`config.mk`:
```
export PLATFORM = sky130hd
export DESIGN_NAME = keypad_emulator
export DESIGN_NICKNAME = d
export VERILOG_FILES = /design/src/rtl/keypad_emulator.sv
export SDC_FILE = /design/constraint.sdc
export NUM_CORES = 1
export LEC_CHECK = 0
export CORE_MARGIN = 5
export CORE_UTILIZATION = 60
export CTS_CLUSTER_DIAMETER = 40
export DETAILED_ROUTE_END_ITERATION = 10
export GPL_TIMING_DRIVEN = 0
export PLACE_DENSITY_LB_ADDON = 0.08
export SLEW_MARGIN = 10
export SYNTH_ARGS = -nofsm -noshare
export SYNTH_HDL_FRONTEND = slang
export SYNTH_SLANG_ARGS = --single-unit
```
`constraint.sdc`:
```
create_clock -name clk -period 4 [get_ports clk]
set_input_delay 0.6 -clock clk [delete_from_list [all_inputs] [get_ports clk]]
set_output_delay 0.6 -clock clk [all_outputs]
set_load 0.02 [all_outputs]
```
`src/rtl/keypad_emulator.sv`:
```
// keypad_emulator
//   Plays the keypad side of a 4x4 active-low scan matrix. Queued key codes
//   are pressed one at a time: each press lasts HOLD_CYCLES clocks, followed
//   by GAP_CYCLES clocks of release. While a key is pressed, its row line is
//   pulled low whenever the scanner drives that key's column low.
//
// Handshake: a key code is transferred on every rising edge where
//   key_valid && key_ready. key_valid may be asserted at any time.
//   key_ready depends only on the FIFO occupancy and never on key_valid.
//   A code offered while key_ready is low is not stored.
//
// Ports
//   clk, rst    : clock, synchronous active-high reset
//   col[3:0]    : column drive from scanner, active low
//   row[3:0]    : row lines to scanner, active low, registered
//   key_code    : hex key to press
//   key_valid   : key_code valid this cycle
//   key_ready   : FIFO not full
//   key_active  : high while a key is held pressed
//   cur_code    : code of the key being pressed / last pressed
//   fifo_count  : number of queued codes
//   fsm_state   : current FSM state (0 idle, 1 press, 2 release), for debug
module keypad_emulator #(
  parameter int HOLD_CYCLES = 500000,
  parameter int GAP_CYCLES  = 500000,
  parameter int FIFO_DEPTH  = 4
) (
  input  logic                          clk,
  input  logic                          rst,
  input  logic [3:0]                    col,
  output logic [3:0]                    row,
  input  logic [3:0]                    key_code,
  input  logic                          key_valid,
  output logic                          key_ready,
  output logic                          key_active,
  output logic [3:0]                    cur_code,
  output logic [$clog2(FIFO_DEPTH):0]   fifo_count,
  output logic [1:0]                    fsm_state
);

  localparam int AW    = $clog2(FIFO_DEPTH);
  localparam int MAXC  = (HOLD_CYCLES > GAP_CYCLES) ? HOLD_CYCLES : GAP_CYCLES;
  localparam int CW    = $clog2(MAXC + 1);

  // Counters are loaded with N-1 and the state is left when they reach 0,
  // giving exactly N cycles in the state.
  localparam logic [CW-1:0] HOLD_LOAD = CW'(HOLD_CYCLES - 1);
  localparam logic [CW-1:0] GAP_LOAD  = CW'(GAP_CYCLES - 1);
  localparam logic [CW-1:0] CNT_ONE   = CW'(1);
  localparam logic [AW:0]   FULL      = (AW + 1)'(FIFO_DEPTH);
  localparam logic [AW:0]   CNT1      = (AW + 1)'(1);

  typedef enum logic [1:0] {
    IDLE    = 2'd0,
    PRESS   = 2'd1,
    RELEASE = 2'd2
  } state_t;

  state_t         state, state_next;
  logic [CW-1:0]  cnt, cnt_next;
  logic           pop;
  logic           push;

  logic [3:0]     mem [FIFO_DEPTH];
  logic [AW-1:0]  wr_ptr, rd_ptr;
  logic [AW:0]    count;

  logic [1:0]     kc, kr;
  logic [3:0]     row_next;

  assign key_ready  = (count != FULL);
  assign push       = key_valid && key_ready;
  assign fifo_count = count;
  assign key_active = (state == PRESS);
  assign fsm_state  = state;

  // FIFO storage and pointers
  always_ff @(posedge clk) begin
    if (rst) begin
      wr_ptr <= '0;
      rd_ptr <= '0;
      count  <= '0;
    end else begin
      if (push) begin
        mem[wr_ptr] <= key_code;
        wr_ptr      <= wr_ptr + 1'b1;
      end
      if (pop) begin
        rd_ptr <= rd_ptr + 1'b1;
      end
      if (push && !pop) begin
        count <= count + CNT1;
      end else if (pop && !push) begin
        count <= count - CNT1;
      end
    end
  end

  // FSM state register, hold/gap counter, current code, registered rows
  always_ff @(posedge clk) begin
    if (rst) begin
      state    <= IDLE;
      cnt      <= '0;
      cur_code <= 4'h0;
      row      <= 4'hF;
    end else begin
      state <= state_next;
      cnt   <= cnt_next;
      row   <= row_next;
      if (pop) begin
        cur_code <= mem[rd_ptr];
      end
    end
  end

  // Next-state logic. Pops happen only here, and only when the FIFO holds data.
  always_comb begin
    state_next = state;
    cnt_next   = cnt;
    pop        = 1'b0;
    case (state)
      IDLE: begin
        if (count != '0) begin
          pop        = 1'b1;
          state_next = PRESS;
          cnt_next   = HOLD_LOAD;
        end
      end
      PRESS: begin
        if (cnt == '0) begin
          state_next = RELEASE;
          cnt_next   = GAP_LOAD;
        end else begin
          cnt_next = cnt - CNT_ONE;
        end
      end
      RELEASE: begin
        if (cnt == '0) begin
          // Chain straight into the next press so there is no idle cycle.
          if (count != '0) begin
            pop        = 1'b1;
            state_next = PRESS;
            cnt_next   = HOLD_LOAD;
          end else begin
            state_next = IDLE;
            cnt_next   = '0;
          end
        end else begin
          cnt_next = cnt - CNT_ONE;
        end
      end
      default: begin
        state_next = IDLE;
        cnt_next   = '0;
      end
    endcase
  end

  // Key position: kc = 0 is the column driven by col[3], kr = 0 is row[3].
  always_comb begin
    kc = 2'd0;
    kr = 2'd0;
    case (cur_code)
      4'h1: begin kc = 2'd0; kr = 2'd0; end
      4'h4: begin kc = 2'd0; kr = 2'd1; end
      4'h7: begin kc = 2'd0; kr = 2'd2; end
      4'h0: begin kc = 2'd0; kr = 2'd3; end
      4'h2: begin kc = 2'd1; kr = 2'd0; end
      4'h5: begin kc = 2'd1; kr = 2'd1; end
      4'h8: begin kc = 2'd1; kr = 2'd2; end
      4'hF: begin kc = 2'd1; kr = 2'd3; end
      4'h3: begin kc = 2'd2; kr = 2'd0; end
      4'h6: begin kc = 2'd2; kr = 2'd1; end
      4'h9: begin kc = 2'd2; kr = 2'd2; end
      4'hE: begin kc = 2'd2; kr = 2'd3; end
      4'hA: begin kc = 2'd3; kr = 2'd0; end
      4'hB: begin kc = 2'd3; kr = 2'd1; end
      4'hC: begin kc = 2'd3; kr = 2'd2; end
      4'hD: begin kc = 2'd3; kr = 2'd3; end
      default: begin kc = 2'd0; kr = 2'd0; end
    endcase
  end

  // The row follows the column drive like a closed switch in a physical matrix,
  // so several low columns are handled naturally.
  always_comb begin
    row_next = 4'hF;
    if (key_active && (col[2'd3 - kc] == 1'b0)) begin
      row_next[2'd3 - kr] = 1'b0;
    end
  end

endmodule

```
# ---- Word level (Yosys, flattened, before mapping)
# Memories as Yosys holds them, arrays and structs flattened. A register that Yosys moved wholly into a read port is not among the register bits.
# Cells that the tools add are included.
dict set report totals {
  ram_bits 16
  memories 2
  mem_bits_ro 64
  in_bits 11
  reg_bits 32
}
dict set report classes {
  bitwise 3
  reduce_logical 13
  n_addsub 7
  n_eq_ne 6
  order_cmp 3
  muxes 22
}
# memory depth width rd rd_ports_with_merged_regs wr line
set mem_list {}
lappend mem_list {{(name not given)} 16 4 1 0 0 163} ;# case (cur_code)
lappend mem_list {mem 4 4 1 1 1 64} ;# logic [3:0] mem [FIFO_DEPTH];
# operator count
set ops {}
lappend ops {{19-bit 2-to-1 mux} 4}
lappend ops {{19-bit one-hot mux with 3 select lines} 1}
lappend ops {{19-bit logical NOT} 1}
lappend ops {{19-bit by 1-bit subtractor with 19-bit output (second input constant)} 1}
lappend ops {{1-bit 2-to-1 mux} 8}
lappend ops {{2-bit by 3-bit < comparator with 1-bit output (second input constant)} 2}
lappend ops {{2-bit 2-to-1 mux} 3}
lappend ops {{3-bit 2-to-1 mux} 2}
lappend ops {{2-bit one-hot mux with 3 select lines} 1}
lappend ops {{1-bit logical AND} 5}
lappend ops {{2-bit by 1-bit adder with 2-bit output (second input constant)} 2}
lappend ops {{2-bit inequality test (second input constant)} 2}
lappend ops {{4-bit inverter} 1}
lappend ops {{2-bit subtractor (first input constant)} 2}
lappend ops {{3-bit by 1-bit adder with 3-bit output (second input constant)} 1}
lappend ops {{3-bit inequality test (second input constant)} 1}
lappend ops {{3-bit AND reduction} 1}
lappend ops {{3-bit nonzero test} 1}
lappend ops {{3-bit by 1-bit subtractor with 3-bit output (second input constant)} 1}
lappend ops {{1-bit binary-select mux with 2-bit select} 1}
lappend ops {{1-bit demux with 2-bit select} 1}
lappend ops {{2-bit by 1-bit == test with 1-bit output (second input constant)} 1}
lappend ops {{2-bit == test (second input constant)} 1}
lappend ops {{2-bit by 1-bit greater-or-equal comparator with 1-bit output (second input constant)} 1}
lappend ops {{other kinds (7)} 9}

# ---- Logic depth before layout (Yosys ltp)
# An unclocked memory read counts as a cell.
dict set report logic_depth {
  ltp_word 8
  mapped_depth 12
  mapped_depth_nobuf 12
}

# ---- Worst setup path before layout
# OpenSTA, ideal clock, no wires.
dict set report synth_timing {
  kind {reg-to-reg}
  startpoint {register cnt[0]}
  endpoint {register count[2], in the netlist fifo_count[2]}
  setup_slack_ps 1465
  setup_time_ps 71
  arrival_ps 2465
  path_stages_with_launch 13
  period_less_slack_ps 2535
  n_path_buf 0
  path_cell_list {dfxtp_1 > inv_1 > ha_1 > nor2b_1 > nand4_1 > o21ai_1 > nand2_1 > ha_1 > inv_1 > fa_1 > xor2_1 > or3_1 > a21oi_1}
}
dict set report synth_between {
  elab_chain_cells 6
  elab_cells_between_ends 8
}
# element line
set synth_lines {}
lappend synth_lines {{from (decl)} 60} ;# logic [CW-1:0] cnt, cnt_next;
lappend synth_lines {{from (signal assigned)} 108} ;# cnt <= cnt_next;
lappend synth_lines {{19-bit logical NOT *} 138} ;# if (cnt == '0) begin
lappend synth_lines {{1-bit 2-to-1 mux *} 138}
lappend synth_lines {{1-bit one-hot mux with 2 select lines *} 121} ;# case (state)
lappend synth_lines {{1-bit logical NOT} 91} ;# if (push && !pop) begin
lappend synth_lines {{1-bit logical AND} 91}
lappend synth_lines {{3-bit 2-to-1 mux / 2-bit nonzero test (equally long branches)} --}
lappend synth_lines {{to (signal assigned)} 92} ;# count <= count + CNT1;
lappend synth_lines {{to (signal assigned)} 94} ;# count <= count - CNT1;
lappend synth_lines {{to (decl)} 66} ;# logic [AW:0] count;
# Every way passes the cells marked *; elsewhere a longest branch is shown, timed or not.
# A chain may end at the register's enable or synchronous reset.

# ---- Worst setup path in the final report
# Same ends and word-level chain as after synthesis.

==> flow_summary_export.csv <==
group,metric,value,unit
min_path,hold_depth,2,
pwr,leakagePower,0.00113,uW
clock_tree,cts_buffers,5,
global_route,met1_usage,29.1,%
pwr,power.density,727,nW/um2
pwr,swShare,44.3,%
setup_path,crit_path_start_kind,"flip-flop",
logic_synthesis,yosys_warnings,0,
pwr,switchingPower,1010,uW
place,port_buffers,24,
pwr,power,2290,uW
setup_path,crit_buf_inv,2,
drt,vias,2297,
global_route,grt_pass1_vias,2148,
place,placed_area,3040,um2
timing,finalCriticalPeriod,2870,ps
drt,dr.pass1.iters,5,
logic_synthesis,synth_area,2740,um2
timing,slew_headroom,39.5,%
global_route,use_met3,4.28,%
logic_synthesis,seq_area_frac_synth,43.9,%
global_route,grt.total_usage,20.4,%
drt,viasPerCell,6.13,
die,die_w,77.6,um
pwr,power_frac_seq,35.1,%
global_route,grt_pass1_wl,10200,um
timing,setup_viol_count_final,0,
logic_synthesis,synth_edf_count,16,
setup_path,crit_path_max_fanout,7,
timing,finClkSkew,12.1,ps
setup_path,path_class,"flip-flop to flip-flop",
flow_run,cap_viol_max_count,0,
clock_tree,clk_pin_slew,110,ps
clock_tree,cts_setup_buffers,0,
pwr,combPwrFrac,50.6,%
die,fp-row-count,24,
logic_synthesis,synth_ff_type,"dfxtp_1",
global_route,antenna_found_initial,0,
clock_tree,worstSkewPairLatency,320,ps
setup_path,cp.required,4240,ps
cells_and_area,n_antenna_cell,0,
cells_and_area,fin_nets,341,
clock_tree,cts.htree.levels,2,
setup_path,critical_path.slowest_cell,"dfxtp_1",
pwr,power.internal,1270,uW
place,gp_congestion,0.914,
place,pre_cts_ws,1170,ps
clock_tree,post_cts_resized,0,
clock_tree,hold_buffers,0,
drt,drc,0,
global_route,gr-total-overflow,0,
timing,hold_viol,0,
place,dp_hpwl,4370,um
setup_path,regToRegSetupSlack,1130,ps
clock_tree,cts_sinks,52,
die,num_io_pins,26,
die,core_region_area,4380,um2
clock_tree,cts_root_buffer,"clkbuf_8",
setup_path,critical_path.startpoint,"cnt[0]",
cells_and_area,syn_to_final_growth,14.7,%
logic_synthesis,postSynthAreaPerCell,9.41,um2
setup_path,crit_chain,"inv_1, ha_1, nor2b_1, nand4_1, o21ai_1, nand2_1, ha_1, inv_1, fa_1, xor2_1, or3_1, a21oi_1",
clock_tree,cts_tree,"built",
drt,drt-total-wl,6010,um
setup_path,cp_num_cells,12,
logic_synthesis,synth_area_leader_cell,"dfxtp_1",
die,die_h,77.6,um
drt,wl_per_cell,16.0,um
global_route,grt_util_met2,31.7,%
setup_path,worstRegToRegCells,12,
timing,fin_tns_setup,0,ps
timing,tightest_slew,901,ps
cells_and_area,finalInstanceArea,3140,um2
pwr,ir_drop,0.529,mV
setup_path,cp-endpoint,"fifo_count[2]",
logic_synthesis,ys_types,56,
run_status,status,"finished, final reports clean",
setup_path,slowest_delay,390,ps
drt,ant_nets,0,
setup_path,reg2reg_to,"fifo_count[2]",
logic_synthesis,netlist_top_cells_area,"dfxtp_1, edfxtp_1, nor2_1, o21ai_0, nand2_1",
global_route,busiest_layer,"met2",
logic_synthesis,netlist.area_leader.share,26.3,%
logic_synthesis,netlist_instances,291,
setup_path,cp.arrival,3120,ps
setup_path,crit_family,"simple AND/OR/NAND/NOR gates",
timing,finalWorstSetupSlack,1130,ps
die,initial_utilization,62.5,%
setup_path,end_kind,"flip-flop",
pwr,pwr-share-clk,14.3,%
min_path,worstHoldPathType,"flip-flop to flip-flop",
drt,drt_iter0_drc,281,
clock_tree,cts_buffer_depth,2,
die,die_area,6020,um2
logic_synthesis,synth_nets,310,
global_route,grt_max_degree,20,
timing,fmax,348,MHz
logic_synthesis,ys_seq_elements,52,
logic_synthesis,synthArstFlopShare,0,%
setup_path,r2r-start,"cnt[0]",
cells_and_area,drive_gt1_share,8.36,%
timing,rsz0062_at_grt,"no",
timing,drv_slew,0,
timing,min_period_over_period,71.8,%
-- through the flow --
stage	cells	utilization, %	hold WS (ps)
2_1_floorplan	291	-	469
3_3_place_gp	367	69.4	488
3_5_place_dp	367	69.4	503
4_1_cts	375	71.7	518
5_1_grt	375	71.7	548
6_report	375	71.7	514
-- cell usage after synthesis (all sizes together) (6+ instances only) --
| master | number |
|---|---|
| nand2 | 26 |
| clkbuf | 9 |
| ha | 7 |
| edfxtp | 16 |
| o21ai | 21 |
| nor2 | 35 |
| dfxtp | 36 |
| xnor2 | 10 |
| inv | 8 |
| nor3 | 20 |
| mux2i | 6 |
| a21oi | 13 |
| xor2 | 7 |
| nand3 | 8 |
-- area by class of cell --
| class | count | area [um2] |
|---|---|---|
| Tap cell | 52 | 65.1 |
| Buffer | 14 | 56.3 |
| Fill cell | 362 | 1240 |
| Multi-Input combinational cell | 215 | 1440 |
| Clock buffer | 5 | 68.8 |
| Clock inverter | 3 | 28.8 |
| Sequential cell | 52 | 1200 |
| Inverter | 10 | 37.5 |
| Timing Repair Buffer | 24 | 240 |
-- worst min-delay path, delay by kind of cell (launching register included) --
kind | cells | cell delay [ps]
DFF | 1 | 350
and+or+nand+nor | 1 | 60
AOI/OAI and AO/OA | 1 | 60
-- how the worst min path moves through the flow --
stage	slack, ps	end	startpoint
after global routing	550	wr_ptr[1]	wr_ptr[1]
after detailed placement	500	wr_ptr[1]	wr_ptr[1]
after floorplan	470	wr_ptr[1]	wr_ptr[1]
after global placement	490	wr_ptr[1]	wr_ptr[1]
final	510	wr_ptr[1]	wr_ptr[1]
after CTS	520	wr_ptr[1]	wr_ptr[1]
-- power by group through the flow --
stage                     Clock (uW)  Combinational [uW]  Sequential, uW
final                            327                1160             802
after global routing             351                1280             824
after CTS                        330                1150             801
after detailed placement           0                1140             814
after global placement             0                1100             808
after floorplan                    0                 823             826
-- state kept, by name, summed over array words and instances (netlist names) --
register,flops
cnt,19
mem,16
fsm_state,2
cur_code,4
fifo_count,3
wr_ptr,2
rd_ptr,2
row,4
-- placed cells by master, fill, tap and decap left out, types with 2 or more instances in the layout --
master	instances
a211o_1	3
a21oi_1	13
a221oi_1	3
and2_1	4
buf_1	2
buf_2	3
clkbuf_1	9
clkbuf_8	5
clkdlybuf4s50_1	24
clkinv_1	2
dfxtp_1	36
edfxtp_1	16
ha_1	7
inv_1	8
inv_6	2
mux2i_1	6
mux4_2	4
nand2_1	25
nand2b_1	3
nand3_1	8
nand3b_1	2
nand4_1	3
nand4_2	2
nor2_1	35
nor3_1	17
nor3_2	3
nor4_1	2
nor4_4	2
o211ai_1	2
o21ai_0	20
o311a_1	2
o31ai_1	5
or3_1	3
xnor2_1	10
xor2_1	7
-- per-layer routing --
| layer | wire [um] | vias to the layer above | part of all wire (%) |
|---|---|---|---|
| li1 | - | 1124 | - |
| met5 | 0 | - | 0 |
| met2 | 2690 | 93 | 45 |
| met4 | 46 | 0 | 0.77 |
| met1 | 2880 | 1074 | 48 |
| met3 | 391 | 6 | 6.5 |
-- cell families after synthesis --
kind of cell / share of synthesized area, %
simple gates: 22.7
compound gates: 14.8
flops: 43.9
buf+inv: 3.43
xor+xnor: 5.44
mux: 5.89
fa+ha+maj: 3.93
Power figures use the tool's default switching activity.
